File: config.mk
export PLATFORM = sky130hd
export DESIGN_NAME = dds_sweep_ctrl
export DESIGN_NICKNAME = d
export VERILOG_FILES = /design/src/rtl/dds_sweep_ctrl.sv
export SDC_FILE = /design/constraint.sdc
export NUM_CORES = 1
export LEC_CHECK = 0
export ABC_AREA = 0
export BUFFER_PORTS_ARGS = -buffer_cell sky130_fd_sc_hd__buf_2
export CAP_MARGIN = 40
export CORE_MARGIN = 1.5
export CORE_UTILIZATION = 65
export CTS_BUF_LIST = sky130_fd_sc_hd__clkbuf_8
export DETAILED_ROUTE_END_ITERATION = 16
export PLACE_DENSITY = 0.94
export SETUP_SLACK_MARGIN = 0.05
export SLEW_MARGIN = 20
export SYNTH_ARGS = -nofsm -noshare
export SYNTH_HDL_FRONTEND = slang
export SYNTH_SLANG_ARGS = --single-unit
File: constraint.sdc
create_clock -name clk -period 14.91 [get_ports clk]
set_input_delay 0.7455 -clock clk [delete_from_list [all_inputs] [get_ports clk]]
set_output_delay 0.7455 -clock clk [all_outputs]
set_load 0.01 [all_outputs]
File: src/rtl/dds_sweep_ctrl.sv
// ---------------------------------------------------------------------------
// dds_sweep_ctrl
//
// Stepped-chirp controller placed directly in front of a DDS core. A start
// pulse latches the sweep configuration and then walks the frequency word
// from f_start to f_stop in f_step increments, holding every point for
// max(dwell,1) clock cycles. Single-shot and auto-restart (continuous)
// sweeps are supported; abort returns the block to IDLE at once.
//
// Optional feature (compile-time macro):
//   DDS_SWEEP_TRIANGLE_EN - after reaching f_stop the sweep walks back down
//                           to f_start before the pass ends (triangle shape).
//                           Undefined: sawtooth sweep only.
//
// Ports:
//   clk, rst_n   - system clock, asynchronous active-low reset
//   start        - single-cycle sweep request, ignored while busy
//   abort        - stop sweeping immediately (highest priority)
//   mode_cont    - 1 = restart at f_start after every pass (latched at start)
//   f_start      - first frequency word (latched at start)
//   f_stop       - final frequency word, unsigned (latched at start)
//   f_step       - increment per step, unsigned (latched at start)
//   dwell        - cycles per frequency point, 0 acts as 1 (latched at start)
//   pword_in     - phase offset, forwarded with one cycle of latency
//   dds_en       - DDS enable
//   fword        - DDS frequency control word
//   pword        - DDS phase control word
//   busy         - sweep in progress
//   step_tick    - one-cycle pulse whenever fword takes a new value
//   sweep_done   - one-cycle pulse in the first cycle after each pass
// All outputs are registered.
// ---------------------------------------------------------------------------
module dds_sweep_ctrl #(
    parameter int FW_W = 32,
    parameter int PW_W = 12,
    parameter int DW_W = 16
) (
    input  logic            clk,
    input  logic            rst_n,
    input  logic            start,
    input  logic            abort,
    input  logic            mode_cont,
    input  logic [FW_W-1:0] f_start,
    input  logic [FW_W-1:0] f_stop,
    input  logic [FW_W-1:0] f_step,
    input  logic [DW_W-1:0] dwell,
    input  logic [PW_W-1:0] pword_in,
    output logic            dds_en,
    output logic [FW_W-1:0] fword,
    output logic [PW_W-1:0] pword,
    output logic            busy,
    output logic            step_tick,
    output logic            sweep_done
);

    typedef enum logic [1:0] {
        ST_IDLE = 2'd0,
        ST_UP   = 2'd1
`ifdef DDS_SWEEP_TRIANGLE_EN
        ,
        ST_DOWN = 2'd2
`endif
    } state_e;

    state_e          state_q;
    logic            dds_en_q;
    logic [FW_W-1:0] fword_q;
    logic [PW_W-1:0] pword_q;
    logic            busy_q;
    logic            step_tick_q;
    logic            sweep_done_q;
    logic [DW_W-1:0] dwell_cnt_q;

    // Configuration captured at start; mid-sweep input changes are ignored.
    logic            cont_q;
    logic [FW_W-1:0] f_start_q;
    logic [FW_W-1:0] f_stop_q;
    logic [FW_W-1:0] f_step_q;
    logic [DW_W-1:0] dwell_q;

    // Last dwell count of a point: dwell of 0 is handled like dwell of 1.
    logic [DW_W-1:0] dwell_last_d;
    logic            dwell_end_d;
    assign dwell_last_d = (dwell_q == '0) ? '0 : dwell_q - DW_W'(1);
    assign dwell_end_d  = (dwell_cnt_q == dwell_last_d);

    // Upward step computed one bit wider so a carry out clamps to f_stop
    // instead of wrapping around to a low frequency.
    logic [FW_W:0]   up_sum_d;
    logic            up_clamp_d;
    logic [FW_W-1:0] up_next_d;
    logic            up_end_d;
    assign up_sum_d   = {1'b0, fword_q} + {1'b0, f_step_q};
    assign up_clamp_d = up_sum_d[FW_W] || (up_sum_d[FW_W-1:0] > f_stop_q);
    assign up_next_d  = up_clamp_d ? f_stop_q : up_sum_d[FW_W-1:0];
    assign up_end_d   = (fword_q >= f_stop_q) || (f_step_q == '0);

    logic pass_end_d;

`ifdef DDS_SWEEP_TRIANGLE_EN
    // Downward step mirrors the upward one: a borrow clamps to f_start.
    logic [FW_W:0]   dn_diff_d;
    logic            dn_clamp_d;
    logic [FW_W-1:0] dn_next_d;
    logic            dn_end_d;
    logic            has_down_d;
    assign dn_diff_d  = {1'b0, fword_q} - {1'b0, f_step_q};
    assign dn_clamp_d = dn_diff_d[FW_W] || (dn_diff_d[FW_W-1:0] < f_start_q);
    assign dn_next_d  = dn_clamp_d ? f_start_q : dn_diff_d[FW_W-1:0];
    assign dn_end_d   = (fword_q <= f_start_q);
    // A flat or reversed range has nothing to walk back down.
    assign has_down_d = (f_step_q != '0) && (f_start_q < f_stop_q);

    assign pass_end_d = dwell_end_d &&
                        (((state_q == ST_UP) && up_end_d && !has_down_d) ||
                         ((state_q == ST_DOWN) && dn_end_d));
`else
    assign pass_end_d = dwell_end_d && (state_q == ST_UP) && up_end_d;
`endif

    // NOTE: sequential state is written only with non-blocking assignments so
    // every register in this block samples the values from before the edge.
    always_ff @(posedge clk or negedge rst_n) begin
        if (!rst_n) begin
            // NOTE: the latched configuration is reset too; it is a handful
            // of flops, not a memory, and keeps the comparators X-free.
            state_q      <= ST_IDLE;
            dds_en_q     <= 1'b0;
            fword_q      <= '0;
            pword_q      <= '0;
            busy_q       <= 1'b0;
            step_tick_q  <= 1'b0;
            sweep_done_q <= 1'b0;
            dwell_cnt_q  <= '0;
            cont_q       <= 1'b0;
            f_start_q    <= '0;
            f_stop_q     <= '0;
            f_step_q     <= '0;
            dwell_q      <= '0;
        end else begin
            pword_q      <= pword_in;
            step_tick_q  <= 1'b0;
            sweep_done_q <= 1'b0;

            if (abort) begin
                state_q     <= ST_IDLE;
                dds_en_q    <= 1'b0;
                busy_q      <= 1'b0;
                fword_q     <= '0;
                dwell_cnt_q <= '0;
            end else if (pass_end_d) begin
                sweep_done_q <= 1'b1;
                dwell_cnt_q  <= '0;
                if (cont_q) begin
                    state_q     <= ST_UP;
                    fword_q     <= f_start_q;
                    step_tick_q <= 1'b1;
                end else begin
                    state_q  <= ST_IDLE;
                    dds_en_q <= 1'b0;
                    busy_q   <= 1'b0;
                    fword_q  <= '0;
                end
            end else begin
                case (state_q)
                    ST_IDLE: begin
                        if (start) begin
                            cont_q      <= mode_cont;
                            f_start_q   <= f_start;
                            f_stop_q    <= f_stop;
                            f_step_q    <= f_step;
                            dwell_q     <= dwell;
                            fword_q     <= f_start;
                            dds_en_q    <= 1'b1;
                            busy_q      <= 1'b1;
                            step_tick_q <= 1'b1;
                            dwell_cnt_q <= '0;
                            state_q     <= ST_UP;
                        end
                    end
                    ST_UP: begin
                        if (!dwell_end_d) begin
                            dwell_cnt_q <= dwell_cnt_q + DW_W'(1);
                        end else begin
                            dwell_cnt_q <= '0;
                            step_tick_q <= 1'b1;
`ifdef DDS_SWEEP_TRIANGLE_EN
                            // The stop point was just held for its dwell, so
                            // the turnaround steps down immediately.
                            if (up_end_d) begin
                                state_q <= ST_DOWN;
                                fword_q <= dn_next_d;
                            end else
`endif
                            begin
                                fword_q <= up_next_d;
                            end
                        end
                    end
`ifdef DDS_SWEEP_TRIANGLE_EN
                    ST_DOWN: begin
                        if (!dwell_end_d) begin
                            dwell_cnt_q <= dwell_cnt_q + DW_W'(1);
                        end else begin
                            dwell_cnt_q <= '0;
                            step_tick_q <= 1'b1;
                            fword_q     <= dn_next_d;
                        end
                    end
`endif
                    default: begin
                        state_q     <= ST_IDLE;
                        dds_en_q    <= 1'b0;
                        busy_q      <= 1'b0;
                        fword_q     <= '0;
                        dwell_cnt_q <= '0;
                    end
                endcase
            end
        end
    end

    assign dds_en     = dds_en_q;
    assign fword      = fword_q;
    assign pword      = pword_q;
    assign busy       = busy_q;
    assign step_tick  = step_tick_q;
    assign sweep_done = sweep_done_q;

endmodule

==> results.toml <==
[global_route]
antenna_found_initial = 0
grt-ovfl-total = 0
grt_pass1_wl_um = 53600
grt_max_degree = 69
grt_use_total = 0.347
grt_pass1_vias = 10800

[detailed_routing]
drt_wl_total_um = 33400
drc = 0
antenna_left = 0
drtIter0Drc = 1020
wl_per_cell_um = 20.7
firstDrtPassIters = 7
routed_via_density = 6.72
via_count = 10900

[floorplanning]
fp-row-count = 49
dieArea_um2 = 19100
io_pins = 177
start_util = 0.662
core-area_um2 = 18000
fp.dieH_um = 138
die_w_um = 138

[worst_setup_path]
cp_common_cell = "ha_1"
cp_top_family = "compound AO/OA/AOI/OAI gates"
startpoint_type = "flip-flop"
endpoint_kind = "flip-flop"
cpMaxStageDelayCell = "or2_1"
cp.depth = 19
critPathBufInv = 2
required_ps = 15280
crit_chain = "ha_1 > fa_1 > a21o_1 > a221oi_1 > o2bb2ai_1 > o22a_1 > a2111oi_0 > a211oi_1 > inv_1 > ha_1 > nand4_1 > nor4_1 > o31ai_1 > a31oi_1 > or2_1 > buf_4 > mux2i_1 > a21oi_1 > a221o_1"
cp.arrival_ps = 6840
critPathMaxFanout = 21
ff2ff_path_depth = 19
critPathMaxStageDelay_ps = 610
crit_type = "flip-flop to flip-flop"

[clocking]
insertion_delay_ps = 480
clockBufferDepth = 2
cts_tree = "yes"
htree_levels = 4
cts_hold_buf = 0
cts_made_buffers = 17
post_cts_resized = 0
cts_setup_buffers = 0
cts_root_buf = "clkbuf_8"
clkTransAtPathRegs_ps = 90
clkSinkCount = 177

[sta]
hold_violations = 0
max_slew.worst_pin.slew_ps = 870
setup_viol = 0
min_period_ps = 6470
grt_setup_unrepaired = "no"
clock.fmax_mhz = 154
skew_ps = 15.3
setup-tns-final_ps = 0
report.final.slew_viol_count = 0
maxSlewHeadroom = 0.416
finalCritPeriodShare = 0.434

[finish]
fin_nets = 1602
final_cell_mix = "176 x dfrtp_1, 175 x buf_2, 98 x ha_1, 86 x o21ai_0, 83 x a21oi_1"
multiInputGateArea_um2 = 6990
final_common_cell = "dfrtp_1"
antennaDiodeCount = 0
fillCellCount = 1261
drive_gt1_frac = 0.231
stdcell_area_um2 = 13300
seq_area_um2 = 4430
syn_to_final_growth_pct = 12.3

[synthesis]
synth_top_area_cell = "dfrtp_1"
syn-num-nets = 1458
avgSynthCellArea_um2 = 9.66
synth_edf_count = 0
synth_ff_type = "dfrtp_1"
yosysSeqAreaShare = 0.373
async_reset_ff_frac = 1.00
yosysUniqueCellTypes = 73
netlist_instances = 1230
ys_ff_latch = 177
ys_warn_count = 0
syn-cell-area_um2 = 11900
synthTopCellsByArea = "dfrtp_1 37%, ha_1 10%, mux2_2 7.7%"
synth_top_area_frac = 0.373

[run_status]
status = "completed"

[placed_design]
dp_hpwl_um = 24800
io_buffer_count = 176
placed_cell_area_um2 = 12900
gp_congestion = 0.950

[power]
peakVddDrop_v = 0.0000907
power_density_nw_per_um2 = 127
p_leak_nw = 6.38

[hold_path]
worstHoldPathType = "input port to asynchronous set/reset pin"

[job]
cap_viol_max_count = 0
==> power breakdown <==
part / total (mW) / switching (mW) / internal (mW)
Combinational: 0.749 / 0.435 / 0.315
Clock: 0.331 / 0.181 / 0.150
Sequential: 0.619 / 0.0708 / 0.549
Total: 1.70 / 0.687 / 1.01
==> routing by layer <==
layer  routed length [um]  part of all wire  global-route usage  vias to the layer above
li1                     -                 -                   -                     4886
met1                13100              0.39               0.428                     5230
met2                16000              0.48               0.577                      603
met3                 2710             0.081              0.0634                      139
met4                 1610             0.048               0.197                        0
met5                    0                 0                   0                        -
==> cells in the mapped netlist (7+ instances only) <==
| cell type | count |
|---|---|
| a21o_1 | 37 |
| a221o_1 | 31 |
| a211oi_1 | 13 |
| nor2b_1 | 10 |
| o21ai_0 | 86 |
| inv_1 | 52 |
| a21oi_1 | 83 |
| and2_1 | 7 |
| mux2i_1 | 30 |
| nor4_1 | 19 |
| ha_1 | 98 |
| dfrtp_1 | 177 |
| and3_1 | 28 |
| nand3_1 | 27 |
| nor3_1 | 19 |
| nor2_1 | 67 |
| o211ai_1 | 9 |
| buf_2 | 13 |
| xnor2_1 | 29 |
| nor3b_1 | 38 |
| nand2_1 | 72 |
| a31oi_1 | 10 |
| mux2_2 | 81 |
| nand4_1 | 26 |
| xor2_1 | 14 |
| clkbuf_1 | 44 |
==> logic make-up after synthesis <==
family | Yosys count | share of synthesized area
adders and majority gates | 99 | 0.105
DFF | 177 | 0.373
buffers and inverters | 116 | 0.0396
muxes | 111 | 0.102
xor gates and xnor gates | 43 | 0.0317
AOI/OAI and AO/OA | 329 | 0.186
and+or+nand+nor | 355 | 0.163
==> flip-flops by register name, summed over array words and instances (netlist names) <==
name,count
dwell_cnt_q,16
step_tick,1
cont_q,1
f_stop_q,32
pword,12
f_start_q,32
sweep_done,1
f_step_q,32
fword,32
state_q,1
busy,1
dwell_q,16
==> layout make-up <==
| cell class | count | area share |
|---|---|---|
| Inverter | 52 | 0.0146 |
| Sequential cell | 177 | 0.332 |
| Multi-Input combinational cell | 937 | 0.524 |
| Timing Repair Buffer | 189 | 0.0786 |
| Tap cell | 229 | 0.0215 |
| Clock buffer | 21 | 0.0217 |
| Clock inverter | 11 | 0.00760 |
==> stage by stage <==
step	total power [mW]	hold WS, ps	worst slack (ps)	std cells	util
after floorplan	1.14	450	9850	1230	-
after global placement	1.32	481	8770	1579	0.715
after detailed placement	1.35	494	8690	1582	0.719
after CTS	1.68	196	8590	1614	0.741
after global routing	1.79	225	8090	1616	0.743
final	1.70	189	8440	1616	0.743
==> worst reg2reg max path, stage by stage (launching register included) <==
cell       delay, ps
dfrtp_1          410
ha_1             240
fa_1             410
a21o_1           200
a221oi_1         580
o2bb2ai_1        330
o22a_1           210
a2111oi_0         90
a211oi_1         370
inv_1             80
ha_1             320
nand4_1          170
nor4_1           430
o31ai_1          130
a31oi_1          510
or2_1            610
buf_4            510
mux2i_1          330
a21oi_1          100
a221o_1          310
==> final timing paths <==
kind	endpoint	slack, ps	from
worst max-delay path	fword[17]	8440	fword[0]
worst min register to register	fword[8]	510	f_start_q[8]
worst min-delay path	f_start_q[6]	190	rst_n
worst max register to register	fword[17]	8440	fword[0]
max in group asynchronous	state_q[0]	13360	rst_n
min in group clk	pword[2]	370	pword_in[2]
Note: power is estimated with default switching activity, not from simulation.
